<file path="src/rtl/uart_pkg.sv">
// rtl/uart_pkg.sv - shared state types and defaults for the UART command receiver
package uart_pkg;

    // 50 MHz / 19200 baud
    localparam int BAUD_DIV_DEF = 2604;

    typedef enum logic [1:0] {
        RX_IDLE  = 2'd0,
        RX_START = 2'd1,
        RX_DATA  = 2'd2,
        RX_STOP  = 2'd3
    } rx_state_e;

    typedef enum logic {
        WAIT_HI = 1'b0,
        WAIT_LO = 1'b1
    } asm_state_e;

endpackage

</file>
<file path="src/rtl/uart_rx.sv">
// rtl/uart_rx.sv - 8N1 byte receiver with input synchronizer and mid-bit sampling
module uart_rx
    import uart_pkg::*;
#(
    parameter int BAUD_DIV = BAUD_DIV_DEF
) (
    input  logic       clk,
    input  logic       rst_n,
    input  logic       rx_i,
    output logic [7:0] rx_data_o,
    output logic       byte_rdy_o,
    output logic       frm_err_o
);

    localparam int CNT_W = $clog2(BAUD_DIV);
    // The counter expires on zero, so an N-cycle interval loads N-1.
    localparam logic [CNT_W-1:0] FULL_LD = CNT_W'(BAUD_DIV - 1);
    localparam logic [CNT_W-1:0] HALF_LD = CNT_W'((BAUD_DIV >> 1) - 1);

    logic             rx_ff1_q, rx_ff2_q, rx_prev_q;
    rx_state_e        state_q, state_d;
    logic [CNT_W-1:0] cnt_q, cnt_d;
    logic [2:0]       bit_cnt_q, bit_cnt_d;
    logic [7:0]       shift_q, shift_d;
    logic             expire;
    logic             fall;
    logic             byte_rdy, frm_err;

    // Synchronizer and edge-detect flops preset to the idle-high line level.
    always_ff @(posedge clk or negedge rst_n) begin
        if (!rst_n) begin
            rx_ff1_q  <= 1'b1;
            rx_ff2_q  <= 1'b1;
            rx_prev_q <= 1'b1;
        end else begin
            rx_ff1_q  <= rx_i;
            rx_ff2_q  <= rx_ff1_q;
            rx_prev_q <= rx_ff2_q;
        end
    end

    assign expire = (cnt_q == '0);
    assign fall   = rx_prev_q & ~rx_ff2_q;

    always_comb begin
        state_d   = state_q;
        cnt_d     = cnt_q;
        bit_cnt_d = bit_cnt_q;
        shift_d   = shift_q;
        byte_rdy  = 1'b0;
        frm_err   = 1'b0;
        case (state_q)
            RX_IDLE: begin
                if (fall) begin
                    cnt_d   = HALF_LD;
                    state_d = RX_START;
                end
            end
            RX_START: begin
                if (!expire) begin
                    cnt_d = cnt_q - 1'b1;
                end else if (rx_ff2_q) begin
                    state_d = RX_IDLE;
                end else begin
                    cnt_d     = FULL_LD;
                    bit_cnt_d = 3'd0;
                    state_d   = RX_DATA;
                end
            end
            RX_DATA: begin
                if (!expire) begin
                    cnt_d = cnt_q - 1'b1;
                end else begin
                    shift_d   = {rx_ff2_q, shift_q[7:1]};
                    bit_cnt_d = bit_cnt_q + 3'd1;
                    cnt_d     = FULL_LD;
                    if (bit_cnt_q == 3'd7) begin
                        state_d = RX_STOP;
                    end
                end
            end
            RX_STOP: begin
                if (!expire) begin
                    cnt_d = cnt_q - 1'b1;
                end else begin
                    byte_rdy = rx_ff2_q;
                    frm_err  = ~rx_ff2_q;
                    state_d  = RX_IDLE;
                end
            end
            default: state_d = RX_IDLE;
        endcase
    end

    always_ff @(posedge clk or negedge rst_n) begin
        if (!rst_n) begin
            state_q   <= RX_IDLE;
            cnt_q     <= '0;
            bit_cnt_q <= 3'd0;
            shift_q   <= 8'h00;
        end else begin
            state_q   <= state_d;
            cnt_q     <= cnt_d;
            bit_cnt_q <= bit_cnt_d;
            shift_q   <= shift_d;
        end
    end

    assign rx_data_o  = shift_q;
    assign byte_rdy_o = byte_rdy;
    assign frm_err_o  = frm_err;

endmodule

</file>
<file path="src/rtl/uart_cmd_rcv.sv">
// rtl/uart_cmd_rcv.sv - pairs received UART bytes into 16-bit commands with a ready/clear handshake
module uart_cmd_rcv
    import uart_pkg::*;
#(
    parameter int BAUD_DIV = BAUD_DIV_DEF
) (
    input  logic        clk,
    input  logic        rst_n,
    input  logic        RX,
    input  logic        clr_cmd_rdy,
    output logic [15:0] cmd,
    output logic        cmd_rdy,
    output logic        frm_err
);

    logic [7:0]  rx_data;
    logic        byte_rdy;
    logic        rx_frm_err;
    asm_state_e  asm_q, asm_d;
    logic [15:0] cmd_q, cmd_d;
    logic        cmd_rdy_q, cmd_rdy_d;

    uart_rx #(
        .BAUD_DIV(BAUD_DIV)
    ) u_rx (
        .clk       (clk),
        .rst_n     (rst_n),
        .rx_i      (RX),
        .rx_data_o (rx_data),
        .byte_rdy_o(byte_rdy),
        .frm_err_o (rx_frm_err)
    );

    // A low-byte capture sets ready even if the consumer clears in the same cycle.
    always_comb begin
        asm_d     = asm_q;
        cmd_d     = cmd_q;
        cmd_rdy_d = clr_cmd_rdy ? 1'b0 : cmd_rdy_q;
        case (asm_q)
            WAIT_HI: begin
                if (byte_rdy) begin
                    cmd_d[15:8] = rx_data;
                    cmd_rdy_d   = 1'b0;
                    asm_d       = WAIT_LO;
                end
            end
            WAIT_LO: begin
                if (byte_rdy) begin
                    cmd_d[7:0] = rx_data;
                    cmd_rdy_d  = 1'b1;
                    asm_d      = WAIT_HI;
                end else if (rx_frm_err) begin
                    asm_d = WAIT_HI;
                end
            end
            default: asm_d = WAIT_HI;
        endcase
    end

    always_ff @(posedge clk or negedge rst_n) begin
        if (!rst_n) begin
            asm_q     <= WAIT_HI;
            cmd_q     <= 16'h0000;
            cmd_rdy_q <= 1'b0;
        end else begin
            asm_q     <= asm_d;
            cmd_q     <= cmd_d;
            cmd_rdy_q <= cmd_rdy_d;
        end
    end

    assign cmd     = cmd_q;
    assign cmd_rdy = cmd_rdy_q;
    assign frm_err = rx_frm_err;

endmodule

</file>
<file path="config.mk">
export PLATFORM = sky130hd
export DESIGN_NAME = uart_cmd_rcv
export DESIGN_NICKNAME = d
export VERILOG_FILES = /design/src/rtl/uart_pkg.sv /design/src/rtl/uart_rx.sv /design/src/rtl/uart_cmd_rcv.sv
export SDC_FILE = /design/constraint.sdc
export NUM_CORES = 1
export LEC_CHECK = 0
export ABC_AREA = 1
export ABC_CLOCK_PERIOD_IN_PS = 2000
export CELL_PAD_IN_SITES_DETAIL_PLACEMENT = 1
export CELL_PAD_IN_SITES_GLOBAL_PLACEMENT = 1
export CORE_UTILIZATION = 47
export CTS_CLUSTER_SIZE = 28
export DETAILED_ROUTE_END_ITERATION = 6
export DONT_BUFFER_PORTS = 1
export PLACE_DENSITY = 0.81
export SYNTH_ARGS = -nofsm -noshare
export SYNTH_HDL_FRONTEND = slang
export SYNTH_SLANG_ARGS = --single-unit
</file>
<file path="constraint.sdc">
create_clock -name clk -period 2 [get_ports clk]
set_input_delay 0.2 -clock clk [delete_from_list [all_inputs] [get_ports clk]]
set_output_delay 0.2 -clock clk [all_outputs]
set_load 0.05 [all_outputs]
</file>
==> results.sh <==
export IMPL_outcome="completed"
export IMPL_setup_worst_path_start_class="register"
export IMPL_drive_above_1_share=0.175
export IMPL_p_comb_frac=0.431
export IMPL_dieArea_um2=5250
export IMPL_p_clk_frac=0.185
export IMPL_fin_skew_ns=0.00819
export IMPL_cp_startpoint="u_rx.cnt_q[0]$_DFFE_PN0P_"
export IMPL_dp_hpwl_um=3800
export IMPL_peakVddDrop_mv=0.633
export IMPL_via_per_inst=5.03
export IMPL_synth_compound_area_frac=0.0825
export IMPL_yosysTopAreaCell="dfrtp_1"
export IMPL_finalNetCount=313
export IMPL_grt_pass1_vias=1918
export IMPL_start_util=0.491
export IMPL_cts_buffers=5
export IMPL_gp_congestion=0.853
export IMPL_syn_inst=285
export IMPL_p_int_w=0.00180
export IMPL_wl_per_cell_um=14.7
export IMPL_hp_start="clr_cmd_rdy"
export IMPL_syn2layout_area_growth_pct=12.5
export IMPL_cts_buffer_depth=2
export IMPL_place_port_buffers=0
export IMPL_maxCapViolCount=0
export IMPL_min_period_over_period=0.972
export IMPL_fp_dieW_um=72.5
export IMPL_finalMaxSlewViolations=0
export IMPL_crit_fanout=3
export IMPL_power_share_sequential=0.384
export IMPL_p_sw_frac=0.441
export IMPL_async_flop_share=1.00
export IMPL_critPathTopFamily="simple AND/OR/NAND/NOR gates"
export IMPL_synth_top_family_by_area="simple AND/OR/NAND/NOR gates"
export IMPL_avgSynthCellArea_um2=8.19
export IMPL_synth_top_cells_by_area="dfrtp_1 (46%), nand2_1 (16%), inv_1 (5.3%)"
export IMPL_synth_edf_count=0
export IMPL_core_area_um2=4750
export IMPL_synthFlopType="dfrtp_1"
export IMPL_crit_type="reg2out"
export IMPL_worstPathArrival_ns=1.74
export IMPL_cp_num_buf_inv=3
export IMPL_grt_start_max_net_pins=47
export IMPL_dr_pass1_iters=4
export IMPL_grt_pass1_wl_um=8870
export IMPL_synth_mux_area_fraction=0
export IMPL_cts_tree="built"
export IMPL_setup_viol=0
export IMPL_worst_slew_pin_slew_ns=0.501
export IMPL_power_density_nw_per_um2=1220
export IMPL_ys_types=26
export IMPL_antenna_found_initial=0
export IMPL_core_rowCount=25
export IMPL_synth_adder_area_share=0.0429
export IMPL_antenna_left=0
export IMPL_h_tree_depth=2
export IMPL_worstPathCellList="inv_2, ha_4, nand3_1, nor2_2, nand2_2, inv_2, nand2_2, nor2_4, buf_6"
export IMPL_fin_cells=369
export IMPL_boundaryPins=22
export IMPL_cts_sinks=46
export IMPL_p_sw_w=0.00142
export IMPL_synth_top_area_share=0.461
export IMPL_die_height_um=72.5
export IMPL_slew_headroom=0.666
export IMPL_ys_seq_area_frac=0.495
export IMPL_ys_ff_latch=46
export IMPL_slowest_delay_ns=0.42
export IMPL_critPathRequiredTime_ns=1.80
export IMPL_synth_simple_gate_area_frac=0.288
export IMPL_period_needed_ns=1.94
export IMPL_timing_fmax_mhz=514
export IMPL_hp_class="in2reg"
export IMPL_vias=1856
export IMPL_p_leak_nw=1.34
export IMPL_synthXorXnorAreaFrac=0.0225
export IMPL_yosys_warnings=0
export IMPL_crit_path_end_kind="output pin"
export IMPL_first_iter_violations=71
export IMPL_cts_root_buf="clkbuf_8"
export IMPL_synth_nets=297
export IMPL_clk_pin_slew_ns=0.09
export IMPL_whs_ns=0.0478
export IMPL_finalHoldViolations=0
export IMPL_clk_latency_ns=0.31
export IMPL_drt_wl_total_um=5410
export IMPL_antenna_cells=0
export IMPL_slowest_stage="dfrtp_1"
export IMPL_drc=0
export IMPL_gr_usage_all_layers=0.224
export IMPL_syn_cell_area_um2=2330
export IMPL_r2r_start="u_rx.cnt_q[0]$_DFFE_PN0P_"
export IMPL_dp_cells=351
export IMPL_overflow=0
-- placed cells by master, fill, tap and decap left out, types with 3 or more instances in the layout --
| cell type | synthesis | final |
|---|---|---|
| xor2_1 | 4 | 4 |
| nor2_4 | 3 | 4 |
| nand2_1 | 101 | 99 |
| o21ai_0 | 21 | 21 |
| nor2_1 | 15 | 13 |
| o21ai_2 | 4 | 4 |
| dfstp_2 | 3 | 3 |
| a21oi_1 | 4 | 4 |
| buf_4 | 0 | 7 |
| inv_1 | 33 | 31 |
| nor2_2 | 5 | 6 |
| ha_1 | 8 | 7 |
| o21ai_1 | 5 | 5 |
| dfrtp_1 | 43 | 43 |
| clkbuf_8 | 0 | 5 |
| inv_2 | 4 | 6 |
| nand2_2 | 6 | 8 |
| nand3_1 | 12 | 12 |
-- final timing paths --
check	end	slack [ns]	depth (start not counted)
max in group asynchronous	u_rx.rx_prev_q$_DFF_PN1_	1.32	2
max	frm_err	0.06	9
min in group asynchronous	u_rx.cnt_q[6]$_DFFE_PN0P_	0.40	2
max reg2reg	u_rx.cnt_q[0]$_DFFE_PN0P_	0.17	10
min	cmd_rdy$_DFF_PN0_	0.05	2
min reg2reg	u_rx.rx_ff2_q$_DFF_PN1_	0.36	0
-- cell type report --
type	instances	area, µm²
Fill cell	588	2130
Sequential cell	46	1150
Multi-Input combinational cell	200	1050
Inverter	37	139
Timing Repair Buffer	11	111
Tap cell	67	83.8
Clock buffer	5	68.8
Clock inverter	3	23.8
-- Yosys cell counts, drive strengths merged, types with 2 or more instances --
cell type and instances:
a21oi 4, o21ai 30, nand4 3, dfstp 3, buf 2, inv 37, nand2 107, ha 8
dfrtp 43, nand3 13, nor2 23, or2 2, xor2 4, xnor2 2
-- worst reg2reg max path: stages, from the launching register on --
cell,delay [ns]
dfrtp_1,0.42
inv_2,0.11
ha_4,0.14
nand3_1,0.08
nor2_2,0.16
buf_4,0.13
nand3_1,0.09
nand2_2,0.19
inv_2,0.11
o21ai_0,0.11
o21ai_0,0.15
-- cell families (layout without fill, tap and decap cells) --
logic type / after synthesis / in the layout
buffers and inverters: 39 / 56
xor gates and xnor gates: 6 / 6
AOI/OAI and AO/OA: 35 / 35
adders and majority gates: 8 / 8
DFF: 46 / 46
and+or+nand+nor: 151 / 151
-- sequential cells by signal, indices dropped and copies added, names as in the netlist, named ones only --
signal and cells:
cmd 16, u_rx.cnt_q 12, u_rx.rx_data_o 8, u_rx.bit_cnt_q 3
asm_q 1, cmd_rdy 1, u_rx.rx_ff1_q 1, u_rx.rx_ff2_q 1
u_rx.rx_prev_q 1, u_rx.state_q 1
-- routing by layer --
metal / GRT usage / vias up / routed length (µm)
met1: 0.290 / 916 / 2510
met2: 0.377 / 18 / 2710
met4: 0.0654 / 0 / 83
li1: - / 914 / -
met5: 0 / - / 0
met3: 0.0514 / 8 / 109
-- repair_timing --
| item | CTS | global route |
|---|---|---|
| endpoints found under the hold margin | 47 | 0 |
| endpoints found under the setup margin | 1 | 1 |
| pin swaps | 1 | 3 |
| setup buffers | 1 | 6 |
| gates resized for setup | 4 | 6 |
| hold buffers | 3 | 0 |
-- metrics by stage --
stage	util	power [W]	cell area (µm²)	worst slack [ns]	setup TNS (ns)
6_report	0.553	0.00322	2630	0.0559	0
5_1_grt	0.553	0.00351	2630	-0.0503	-0.0503
4_1_cts	0.538	0.00314	2560	0.00457	0
3_5_place_dp	0.506	0.00250	2400	0.225	0
3_3_place_gp	0.506	0.00244	2400	0.285	0
2_1_floorplan	-	0.00218	2330	0.0540	0
-- power by group through the flow --
stage	logic, W	clock network, W	registers (W)
6_report	0.00139	0.000594	0.00124
5_1_grt	0.00161	0.000645	0.00125
4_1_cts	0.00130	0.000615	0.00123
3_5_place_dp	0.00125	0	0.00125
3_3_place_gp	0.00121	0	0.00123
2_1_floorplan	0.000972	0	0.00120
Power figures use the tool's default switching activity.
